===== src/rtl/mul_share_arbiter.sv =====
// Round-robin arbiter sharing one W-bit unsigned multiplier among NREQ requesters.
// One transaction per three cycles: grant, compute, done.
module mul_share_arbiter #(
  parameter int W    = 16,
  parameter int NREQ = 4,
  localparam int IDW = (NREQ > 1) ? $clog2(NREQ) : 1
) (
  input  logic              clk,
  input  logic              rst,
  input  logic [NREQ-1:0]   req,
  input  logic [NREQ*W-1:0] a_in,
  input  logic [NREQ*W-1:0] b_in,
  output logic [NREQ-1:0]   gnt,
  output logic [NREQ-1:0]   done,
  output logic [W-1:0]      y,
  output logic [IDW-1:0]    owner,
  output logic              busy
);

  typedef enum logic [1:0] {
    IDLE = 2'd0,
    CALC = 2'd1,
    DONE = 2'd2
  } state_e;

  state_e            state_q, state_d;
  logic [IDW-1:0]    ptr_q, ptr_d;
  logic [W-1:0]      a_q, a_d;
  logic [W-1:0]      b_q, b_d;
  logic [NREQ-1:0]   gnt_q, gnt_d;
  logic [NREQ-1:0]   done_q, done_d;
  logic [W-1:0]      y_q, y_d;
  logic [IDW-1:0]    owner_q, owner_d;
  logic              busy_q, busy_d;

  logic              found;
  logic [IDW-1:0]    sel;
  logic [IDW-1:0]    sel_nxt;
  logic [W-1:0]      a_sel;
  logic [W-1:0]      b_sel;

  // Search ptr, ptr+1, ... wrapping at NREQ (not necessarily a power of two).
  always_comb begin
    logic [IDW:0] j;
    found = 1'b0;
    sel   = '0;
    j     = '0;
    for (int k = 0; k < NREQ; k++) begin
      j = {1'b0, ptr_q} + (IDW+1)'(k);
      if (j >= (IDW+1)'(NREQ)) begin
        j = j - (IDW+1)'(NREQ);
      end
      if (!found && req[j[IDW-1:0]]) begin
        found = 1'b1;
        sel   = j[IDW-1:0];
      end
    end
  end

  always_comb begin
    if (sel == IDW'(NREQ-1)) begin
      sel_nxt = '0;
    end else begin
      sel_nxt = sel + IDW'(1);
    end
  end

  always_comb begin
    a_sel = '0;
    b_sel = '0;
    for (int i = 0; i < NREQ; i++) begin
      if (sel == IDW'(i)) begin
        a_sel = a_in[i*W +: W];
        b_sel = b_in[i*W +: W];
      end
    end
  end

  always_comb begin
    state_d = state_q;
    ptr_d   = ptr_q;
    a_d     = a_q;
    b_d     = b_q;
    gnt_d   = '0;
    done_d  = '0;
    y_d     = y_q;
    owner_d = owner_q;
    unique case (state_q)
      IDLE: begin
        if (found) begin
          a_d     = a_sel;
          b_d     = b_sel;
          gnt_d   = NREQ'(1) << sel;
          owner_d = sel;
          ptr_d   = sel_nxt;
          state_d = CALC;
        end
      end
      CALC: begin
        // W-bit context keeps only the low W bits of the product.
        y_d     = a_q * b_q;
        done_d  = NREQ'(1) << owner_q;
        state_d = DONE;
      end
      DONE: begin
        state_d = IDLE;
      end
      default: begin
        state_d = IDLE;
      end
    endcase
    busy_d = (state_d != IDLE);
  end

  always_ff @(posedge clk) begin
    if (rst) begin
      state_q <= IDLE;
      ptr_q   <= '0;
      a_q     <= '0;
      b_q     <= '0;
      gnt_q   <= '0;
      done_q  <= '0;
      y_q     <= '0;
      owner_q <= '0;
      busy_q  <= 1'b0;
    end else begin
      state_q <= state_d;
      ptr_q   <= ptr_d;
      a_q     <= a_d;
      b_q     <= b_d;
      gnt_q   <= gnt_d;
      done_q  <= done_d;
      y_q     <= y_d;
      owner_q <= owner_d;
      busy_q  <= busy_d;
    end
  end

  assign gnt   = gnt_q;
  assign done  = done_q;
  assign y     = y_q;
  assign owner = owner_q;
  assign busy  = busy_q;

endmodule


===== config.mk =====
export PLATFORM = sky130hd
export DESIGN_NAME = mul_share_arbiter
export DESIGN_NICKNAME = d
export VERILOG_FILES = /design/src/rtl/mul_share_arbiter.sv
export SDC_FILE = /design/constraint.sdc
export NUM_CORES = 1
export LEC_CHECK = 0
export ABC_CLOCK_PERIOD_IN_PS = 14850
export BUFFER_PORTS_ARGS = -buffer_cell sky130_fd_sc_hd__buf_4
export CAP_MARGIN = 25
export CORE_AREA = 2 2 107 119
export DETAILED_ROUTE_END_ITERATION = 8
export DIE_AREA = 0 0 109 121
export MAX_ROUTING_LAYER = met4
export PLACE_DENSITY_LB_ADDON = 0.08
export REMOVE_ABC_BUFFERS = 1
export SYNTH_ARGS = -nofsm -noshare
export SYNTH_HDL_FRONTEND = slang
export SYNTH_SLANG_ARGS = --single-unit
export TNS_END_PERCENT = 100

===== constraint.sdc =====
create_clock -name clk -period 14.85 [get_ports clk]
set_input_delay 0 -clock clk [delete_from_list [all_inputs] [get_ports clk]]
set_output_delay 0 -clock clk [all_outputs]
set_load 0.03 [all_outputs]

* Word level (Yosys, flattened, before mapping)
Index checks and enable logic that the tools add are counted.
Word-level totals: bits in registers 63, bits of input ports 134, output and inout bits 27, logic and storage cells 78
Cells by class: add/subtract/negate cells 8, $mul 1, order comparisons 8, equality and inequality tests 4, shift-type cells 2, mux-type cells 31, bitwise logic cells 3, reduce and logical (&&, ||, !) cells 12
Operator list (number):
- two-way mux 16 bit | 8
- two-way mux 2 bit | 10
- multiplier 16 x 16 -> 16 bit | 1
- < comparator 2 x 3 -> 1 bit (second input constant) | 4
- greater-or-equal comparator 3 bit (second input constant) | 3
- binary-select mux 1 bit (select 2 bit) | 4
- two-way mux 1 bit | 8
- << shifter 1 x 2 -> 4 bit (first input constant) | 2
- subtractor 2 x 1 -> 2 bit (second input constant) | 4
- adder 2 x 2 -> 3 bit (second input constant) | 2
- equality test 2 x 1 -> 1 bit (second input constant) | 2
- equality test 2 bit (second input constant) | 2
- logical NOT 2 bit | 2
- case mux 2 bit (2 select lines) | 1
- adder 2 x 1 -> 3 bit (second input constant) | 1
- greater-or-equal comparator 2 x 3 -> 1 bit (second input constant) | 1
- logical AND 1 bit | 3
- logical NOT 1 bit | 3
- inverter 1 bit | 3
- OR reduction 3 bit | 1
- adder 2 x 1 -> 2 bit (second input constant) | 1
- AND reduction 2 bit | 1
- nonzero test 2 bit | 1
- OR reduction 2 bit | 1

* Longest topological paths before layout
Gate-level depths: netlist (run 1).
word-level depth 19, mapped depth 22, depth with buffers taken out 21

* Worst setup path before layout (run 1)
No wires, ideal clock.
path type register to register, from register b_q[1], to register y_q[14] (netlist: y[14]), library setup time 0.086 ns, data arrival time 5.056 ns, required time 14.764 ns, setup slack 9.708 ns, stages on the path, launching flop included 20, path buffers 1, period minus slack after synthesis 5.142 ns, cells stage by stage dfxtp_1 clkbuf_1 nand2_1 fa_1 fa_1 inv_1 fa_1 inv_1 fa_1 fa_1 fa_1 inv_1 ha_1 a21oi_1 nand2_1 a21o_1 a21oi_1 a21oi_1 xnor2_1 a211oi_1
Between the ends: cells in the longest elaborated chain, start to end 1
Ends and longest elaborated chain:
- start, declared | RTL line 29 | logic [W-1:0] b_q, b_d;
- start signal, assigned | RTL line 120 | b_q <= '0;
- start signal, assigned | RTL line 130 | b_q <= b_d;
- multiplier 16 x 16 -> 16 bit | RTL line 101 | y_d = a_q * b_q;
- end signal, assigned | RTL line 133 | y_q <= y_d;
- end, declared | RTL line 32 | logic [W-1:0] y_q, y_d;
No other way between the ends. A chain may end at the register's enable or synchronous reset.

* Final worst setup path (run 1)
Ends and elaborated chain as after synthesis.

==> results.ini, run 1 <==
[grt]
grt_pass1_wl_mm = 29.8
antenna_found_initial = 0
grt_start_max_net_pins = 66
overflow = 0
first_global_vias = 6432
grtUsageTotal_pct = 29.7

[cts]
post_cts_buffers = 0
cts_tree = built
cts_sinks = 63
insertion_delay_ns = 0.34
cts_buffers = 9
cts_root_buf = clkbuf_16
htreeDepth = 3
cts_buffer_depth = 2
cts_resized = 0
cts.reportedPaths.clkPinSlew_ns = 0.06
cts_hold_buf = 0

[logic_synthesis]
synth_ff_type = dfxtp_1
synth-seq-cells = 63
async_flop_share_pct = 0
ys_seq_area_share_pct = 18.0
synth_top_area_share_pct = 22.8
syn-cell-area_um2 = 7020
synth.area.top_cells = fa_1 23%, dfxtp_1 18%, ha_1 9.5%
ys.warnings.count = 0
synth_edf_count = 0
synth_commonest_cells = 138 x nand2_1, 119 x inv_1, 86 x nor2_1
yosys.area.top_type = fa_1
avgSynthCellArea_um2 = 7.88
ys_types = 43
synth_cells = 891
synth.most_common_cell = nand2_1

[critical_path]
worst_setup_path_start_kind = flop
cpMostUsedCell = fa_1
crit_chain = nand2_1 -> fa_1 -> fa_1 -> inv_1 -> fa_1 -> inv_1 -> fa_1 -> fa_1 -> fa_1 -> inv_1 -> ha_1 -> a21oi_1 -> nand2_1 -> a21o_1 -> a21oi_1 -> a21oi_1 -> xnor2_1 -> a211oi_1
endpoint_kind = flop
cpPeakStageDelay_ns = 0.63
worstPathArrival_ns = 5.68
cp_data_required_time_ns = 15.11
r2r_cells = 18
slowest_stage = dfxtp_1
critPathMaxFanout = 16
path_class = reg -> reg

[die]
fp.dieW_um = 109
die-area_um2 = 13200
rows = 42
die_y_um = 121
io_pins = 161
coreArea_um2 = 11900
start_util_pct = 58.8

[finish]
finish.utilization_pct = 71.9
instances_no_fill = 1170
nets = 1279
drive_gt1_share_pct = 18.9
diodes = 0
syn2layout_area_growth_pct = 22.2
design_area_um2 = 8570

[route]
wl_mm = 17.9
viasPerCell = 5.37
drt_iter0_markers = 424
wl_per_cell_um = 15.3
drt-pass1-iter-count = 5
drcViolationCount = 0
ant_nets = 0
vias = 6287

[timing]
final_hold_viol_count = 0
setup_violations = 0
finalCritPeriodShare_pct = 36.5
maxSlewHeadroom_pct = 30.5
rsz0062_at_grt = no
maxSlewViolCount = 0
tightestPinTransition_ns = 1.04
fin_crit_ns = 5.42
tns_ns = 0
finalClockSkew_ns = 0.0121
clock.fmax_mhz = 185

[worst_hold_path]
hold_path_class = in -> reg
hold_depth = 5

[pwr]
leakage_uw = 0.00403
ir_drop_mv = 0.0716
powerDensity_nw_per_um2 = 114

[place]
dp.cells = 1154
dp_hpwl_mm = 13.7
place_area_um2 = 8260
io_buffer_count = 160
gp_congestion = 0.921

[run_status]
status = completed

[flow_run]
max_cap_viol_count = 0

==> per-stage QoR <==
stage | setup slack (ns) | hold slack [ns] | total power [µW]
finish | 9.43 | 0.0402 | 978
global route | 9.15 | 0.0733 | 1070
CTS | 9.47 | 0.0447 | 979
detailed placement | 9.48 | 0.388 | 761
global placement | 9.56 | 0.378 | 744
floorplan | 9.83 | 0.0624 | 605
==> layout make-up <==
type                            count  area [µm²]
Multi-Input combinational cell    654        5110
Fill cell                         976        3350
Timing Repair Buffer              165        1270
Sequential cell                    63        1260
Inverter                          119         447
Clock buffer                       12         246
Tap cell                          154         193
Clock inverter                      3        43.8
==> cells in the final DEF (no fill, tap or decap), drive strengths merged, types with 4 or more instances in the layout <==
cell    count
clkbuf     12
xnor2      28
buf       165
ha         53
a21oi      59
o211ai     34
and2       64
a21o        4
fa         80
a211oi      5
dfxtp      63
inv       119
xor2        7
o21ai      36
nor2       86
a22oi      31
nand2     139
==> flip-flops by register name, summed over array words and instances, names as in the netlist <==
signal,count
state_q,2
owner,2
ptr_q,2
b_q,16
y,16
a_q,16
done,4
busy,1
gnt,4
==> cell families after synthesis <==
family / synth area share, %
and+or+nand+nor: 19.3
AOI/OAI and AO/OA: 16.0
buffers and inverters: 9.52
adders and majority gates: 32.3
DFF: 18.0
xor gates and xnor gates: 5.01
==> power by group <==
| part | switching, µW | leakage, µW | internal [µW] | total [µW] |
|---|---|---|---|---|
| clock | 80.8 | 0.000143 | 134 | 215 |
| sequential | 52.3 | 0.000518 | 197 | 249 |
| combinational | 284 | 0.00337 | 230 | 514 |
| total | 417 | 0.00403 | 561 | 978 |
==> critical path, delay by kind of cell, from the launching register on <==
kind / cells / cell delay [ns]
fa+ha+maj: 7 / 3.39
buf+inv: 3 / 0.17
simple gates: 2 / 0.22
flops: 1 / 0.63
compound gates: 5 / 0.80
xor+xnor: 1 / 0.14
==> worst paths after layout <==
check             slack, ns           startpoint              endpoint
setup / recovery       9.43  b_q[1]$_SDFFE_PP0P_    y[14]$_SDFFE_PP0P_
hold / removal         0.04             a_in[61]  a_q[13]$_SDFFE_PP0P_
setup reg to reg       9.43  b_q[1]$_SDFFE_PP0P_    y[14]$_SDFFE_PP0P_
hold reg to reg        0.45    y[6]$_SDFFE_PP0P_     y[6]$_SDFFE_PP0P_
==> metal layers <==
layer	routed length [µm]	global-route usage, %	part of all wire, %
met1	7700	36.7	43
met2	9050	50.6	50
met3	852	4.51	4.8
met4	317	7.93	1.8
met5	0	-	0
No activity file was read; power rests on OpenSTA's default activity.
==> run 2: changes to the inputs <==
Settings changed: ABC_CLOCK_PERIOD_IN_PS 14850 to 5500, CORE_AREA 2 2 107 119 to 2 2 110 123, DIE_AREA 0 0 109 121 to 0 0 112 125.
Clock period 14.85 ns to 5.5 ns, I/O delays scaled along.
==> results.ini, run 2 (same netlist as run 1, synthesis figures left out) <==
[run_status]
status = completed

[pwr]
leakage_uw = 0.00409
power_frac_seq_pct = 25.0
p_sw_share_pct = 42.8
clockPowerShare_pct = 21.5
powerDensity_nw_per_um2 = 303
p_total_uw = 2630
power_frac_comb_pct = 53.5
ir_drop_mv = 0.209
switching_power_uw = 1130
intPower_uw = 1510

[cts]
cts_tree = built
insertion_delay_ns = 0.34
htreeDepth = 3
cts_sinks = 63
cts_root_buf = clkbuf_16
cts.reportedPaths.clkPinSlew_ns = 0.06
cts_buffers = 9
post_cts_buffers = 0
cts_buffer_depth = 2

[critical_path]
r2r-start = a_q[8]$_SDFFE_PP0P_
worstPathArrival_ns = 5.51
reg2reg_to = y[15]$_SDFFE_PP0P_
path_class = reg -> reg
cpPeakStageDelay_ns = 0.54
worst_setup_path_start_kind = flop
r2r_cells = 18
cpMostUsedCell = fa_1
slowest_stage = fa_1
r2r_slack_ns = 0.26
critPathMaxFanout = 9
worst-path-buf-inv = 3
critPathTopFamily = adder cells
cp_data_required_time_ns = 5.77
endpoint_kind = flop
crit_chain = and2_2 -> fa_1 -> inv_1 -> fa_1 -> inv_1 -> fa_1 -> fa_1 -> inv_1 -> fa_1 -> fa_1 -> xor2_1 -> xnor2_1 -> xnor2_1 -> xnor2_2 -> xnor3_1 -> xnor2_1 -> nand2_1 -> a21oi_2

[timing]
finalClockSkew_ns = 0.0117
tightestPinTransition_ns = 0.826
fin_crit_ns = 5.24
tns_ns = 0
setup_violations = 0
worst_hold_slack_ns = 0.0471
maxSlewViolCount = 0
maxSlewHeadroom_pct = 44.9
final_hold_viol_count = 0
rsz0062_at_grt = no
clock.fmax_mhz = 191
finalCritPeriodShare_pct = 95.2

[flow_run]
max_cap_viol_count = 0

[worst_hold_path]
hold_depth = 5
hold_start = b_in[57]
hold_path_class = in -> reg
min_to = b_q[9]$_SDFFE_PP0P_

[grt]
grtUsageTotal_pct = 27.0
overflow = 0
first_global_vias = 6200
antenna_found_initial = 0
grt_pass1_wl_mm = 29.8
grt_start_max_net_pins = 66

[route]
viasPerCell = 5.22
drt-pass1-iter-count = 4
vias = 6216
ant_nets = 0
drcViolationCount = 0
wl_per_cell_um = 14.8
wl_mm = 17.6
drt_iter0_markers = 337

[finish]
drive_gt1_share_pct = 20.9
diodes = 0
mostFrequentLayoutCell = buf_4
layout_common_cells = 175 x buf_4, 138 x nand2_1, 119 x inv_1
syn2layout_area_growth_pct = 23.7
nets = 1291
finish.utilization_pct = 67.4
instances_no_fill = 1190

[die]
die-area_um2 = 14000
start_util_pct = 54.5
die_y_um = 125
rows = 44
coreArea_um2 = 12900
fp.dieW_um = 112
io_pins = 161

[place]
io_buffer_count = 160
dp.cells = 1172
gp_congestion = 0.936
dp_hpwl_mm = 13.9

run 2: changes by cell type in the layout (fill, tap and decap cells not counted), sizes merged:
cell / previous run / this run
clkinvlp: 0 / 2
buf: 165 / 177
bufinv: 1 / 0
run 2: what timing repair did:
item,4_1_cts,5_1_grt
hold buffers,0,0
gates resized for setup,0,8
endpoints found under the setup margin,0,5
run 2: worst reg2reg max path: cells and delay by family (launching register included):
kind / cells / cell delay [ns]
fa+ha+maj: 6 / 2.92
xor+xnor: 6 / 1.25
flops: 1 / 0.41
simple gates: 2 / 0.33
buf+inv: 3 / 0.15
compound gates: 1 / 0.12
run 2: metal layers:
layer  vias to the layer above  global-route usage [%]  wire [µm]
met5                         -                       -          0
met4                         0                    7.39        307
met3                        23                    3.73       1040
met2                       213                    44.6       8640
met1                      2877                    35.1       7650
li1                       3103                       -          -
run 2: worst max-delay path by stage:
stage	from	to	slack, ns	cells past startpoint
detailed placement	b_q[2]$_SDFFE_PP0P_	y[14]$_SDFFE_PP0P_	0.15	18
CTS	b_q[8]$_SDFFE_PP0P_	y[15]$_SDFFE_PP0P_	0.17	17
finish	a_q[8]$_SDFFE_PP0P_	y[15]$_SDFFE_PP0P_	0.26	18
global route	a_q[6]$_SDFFE_PP0P_	y[15]$_SDFFE_PP0P_	0.004	17
global placement	b_q[1]$_SDFFE_PP0P_	y[15]$_SDFFE_PP0P_	0.23	20
floorplan	b_q[1]$_SDFFE_PP0P_	y[15]$_SDFFE_PP0P_	0.48	18
run 2: area by class of cell:
| cell class | count | area, µm² |
|---|---|---|
| multi-input cells | 654 | 5110 |
| fillers | 1126 | 4200 |
| repair buffers | 177 | 1350 |
| flip-flops and latches | 63 | 1270 |
| inverters | 119 | 447 |
| clock buffers | 12 | 267 |
| well taps | 161 | 201 |
| clock inverters | 4 | 28.8 |
run 2: power groups by stage:
stage          clock network (µW)  logic (µW)  registers, µW
2_1_floorplan                   0         961            672
5_1_grt                       597        1610            672
3_5_place_dp                    0        1400            662
6_report                      565        1410            659
4_1_cts                       570        1410            653
3_3_place_gp                    0        1380            657
run 2: through the flow:
step                instance area (µm²)  worst slack (ns)
finish                             8680             0.262
global route                       8680           0.00421
CTS                                8630             0.167
detailed placement                 8340             0.153
global placement                   8330             0.234
floorplan                          6800             0.475
==> run 3: changes to the inputs <==
Settings changed: CELL_PAD_IN_SITES_DETAIL_PLACEMENT set to 2, CELL_PAD_IN_SITES_GLOBAL_PLACEMENT set to 2, CORE_AREA 2 2 110 123 to 2 2 145 161, DIE_AREA 0 0 112 125 to 0 0 147 163, SKIP_CTS_REPAIR_TIMING set to 1.
==> results.ini, run 3 (same netlist as run 1, synthesis figures left out) <==
[pwr]
powerDensity_nw_per_um2 = 313
p_sw_share_pct = 43.5
intPower_uw = 1580
ir_drop_mv = 0.117
leakage_uw = 0.00412
power_frac_comb_pct = 53.2
switching_power_uw = 1210
clockPowerShare_pct = 23.0
power_frac_seq_pct = 23.9

[worst_hold_path]
min_to = a_q[9]$_SDFFE_PP0P_
hold_start = a_in[57]
hold_depth = 5
hold_path_class = in -> reg

[route]
viasPerCell = 4.83
drt-pass1-iter-count = 4
vias = 6437
wl_per_cell_um = 17.3
drt_iter0_markers = 192
wl_mm = 23.0
ant_nets = 0
drcViolationCount = 0

[timing]
finalCritPeriodShare_pct = 94.6
maxSlewHeadroom_pct = 42.8
tns_ns = 0
worst_hold_slack_ns = 0.0363
rsz0062_at_grt = no
setup_violations = 0
tightestPinTransition_ns = 0.859
fin_crit_ns = 5.20
maxSlewViolCount = 0
clock.fmax_mhz = 192
finalClockSkew_ns = 0.00852
final_hold_viol_count = 0

[place]
gp_congestion = 0.808
io_buffer_count = 160
dp_hpwl_mm = 18.6

[finish]
drive_gt1_share_pct = 21.6
diodes = 0
layout_common_cells = 180 x buf_4, 138 x nand2_1, 119 x inv_1
final.fill_count = 2644
seq_area_um2 = 1280
multi_input_area_um2 = 5110
syn2layout_area_growth_pct = 26.7
nets = 1294
mostFrequentLayoutCell = buf_4

[critical_path]
critPathMaxFanout = 10
path_class = reg -> reg
r2r-start = a_q[7]$_SDFFE_PP0P_
r2r_cells = 18
worstPathArrival_ns = 5.49
worst_setup_path_start_kind = flop
endpoint_kind = flop
reg2reg_to = y[15]$_SDFFE_PP0P_
r2r_slack_ns = 0.30
cp_data_required_time_ns = 5.78

[cts]
htreeDepth = 3
cts_buffer_depth = 2
insertion_delay_ns = 0.35
cts_root_buf = clkbuf_16
cts_sinks = 63
cts.reportedPaths.clkPinSlew_ns = 0.06
cts_buffers = 9
cts_tree = built

[die]
start_util_pct = 31.2
rows = 58
coreArea_um2 = 22500
die-area_um2 = 24000
die_y_um = 163
io_pins = 161
fp.dieW_um = 147

[run_status]
status = completed

[flow_run]
max_cap_viol_count = 0

[grt]
grtUsageTotal_pct = 20.8
overflow = 0
antenna_found_initial = 0
grt_pass1_wl_mm = 38.1
first_global_vias = 7161
grt_start_max_net_pins = 68

## run 3: worst max path at each step
stage / slack (ns) / start / endpoint / cells past startpoint
detailed placement: 0.08 / b_q[2]$_SDFFE_PP0P_ / y[14]$_SDFFE_PP0P_ / 18
floorplan: 0.48 / b_q[1]$_SDFFE_PP0P_ / y[15]$_SDFFE_PP0P_ / 18
global placement: 0.25 / b_q[2]$_SDFFE_PP0P_ / y[14]$_SDFFE_PP0P_ / 18
finish: 0.30 / a_q[7]$_SDFFE_PP0P_ / y[15]$_SDFFE_PP0P_ / 18
global route: 0.003 / a_q[7]$_SDFFE_PP0P_ / y[15]$_SDFFE_PP0P_ / 18
CTS: 0.02 / b_q[2]$_SDFFE_PP0P_ / y[14]$_SDFFE_PP0P_ / 18
## run 3: power by group through the flow
| stage | clock (µW) | combinational, µW | sequential, µW |
|---|---|---|---|
| after CTS | 660 | 1530 | 664 |
| after global routing | 680 | 1700 | 683 |
| after global placement | 0 | 1450 | 666 |
| final | 640 | 1480 | 666 |
| after detailed placement | 0 | 1510 | 674 |
| after floorplan | 0 | 961 | 672 |
## run 3: layout make-up
class                           count  share of cell area [%]
Clock buffer                       13                    3.15
Clock inverter                      3                   0.535
Inverter                          119                    5.02
Multi-Input combinational cell    654                    57.5
Sequential cell                    63                    14.4
Tap cell                          300                    4.22
Timing Repair Buffer              180                    15.2
## run 3: critical path, cell delays in order (launching register included)
cell	delay (ns)
dfxtp_2	0.38
and2_1	0.20
fa_1	0.53
inv_1	0.06
fa_1	0.55
inv_1	0.06
fa_1	0.42
fa_1	0.55
inv_1	0.05
fa_1	0.46
fa_1	0.45
xor2_1	0.17
xnor2_1	0.14
xnor2_1	0.24
xnor2_2	0.16
xnor3_1	0.37
xnor2_1	0.15
nand2_1	0.08
a21oi_2	0.13
## run 3: stage by stage
stage / setup slack, ns / utilization, % / cells / power [µW] / cell area, µm²
floorplan: 0.475 / - / 836 / 1630 / 6800
global route: 0.00308 / 39.5 / 1332 / 3060 / 8890
CTS: 0.0189 / 39.4 / 1332 / 2850 / 8870
global placement: 0.251 / 38.0 / 1316 / 2110 / 8550
detailed placement: 0.0803 / 38.0 / 1316 / 2180 / 8550
finish: 0.297 / 39.5 / 1332 / 2790 / 8890
## run 3: layer usage
metal  track usage (%)  vias to the layer above  share of wire (%)
met5                 -                        -                  0
met4              4.15                        0                1.1
met3              3.25                       18                3.3
met2              36.2                      122                 50
met1              25.8                     3183                 46
li1                  -                     3114                  -
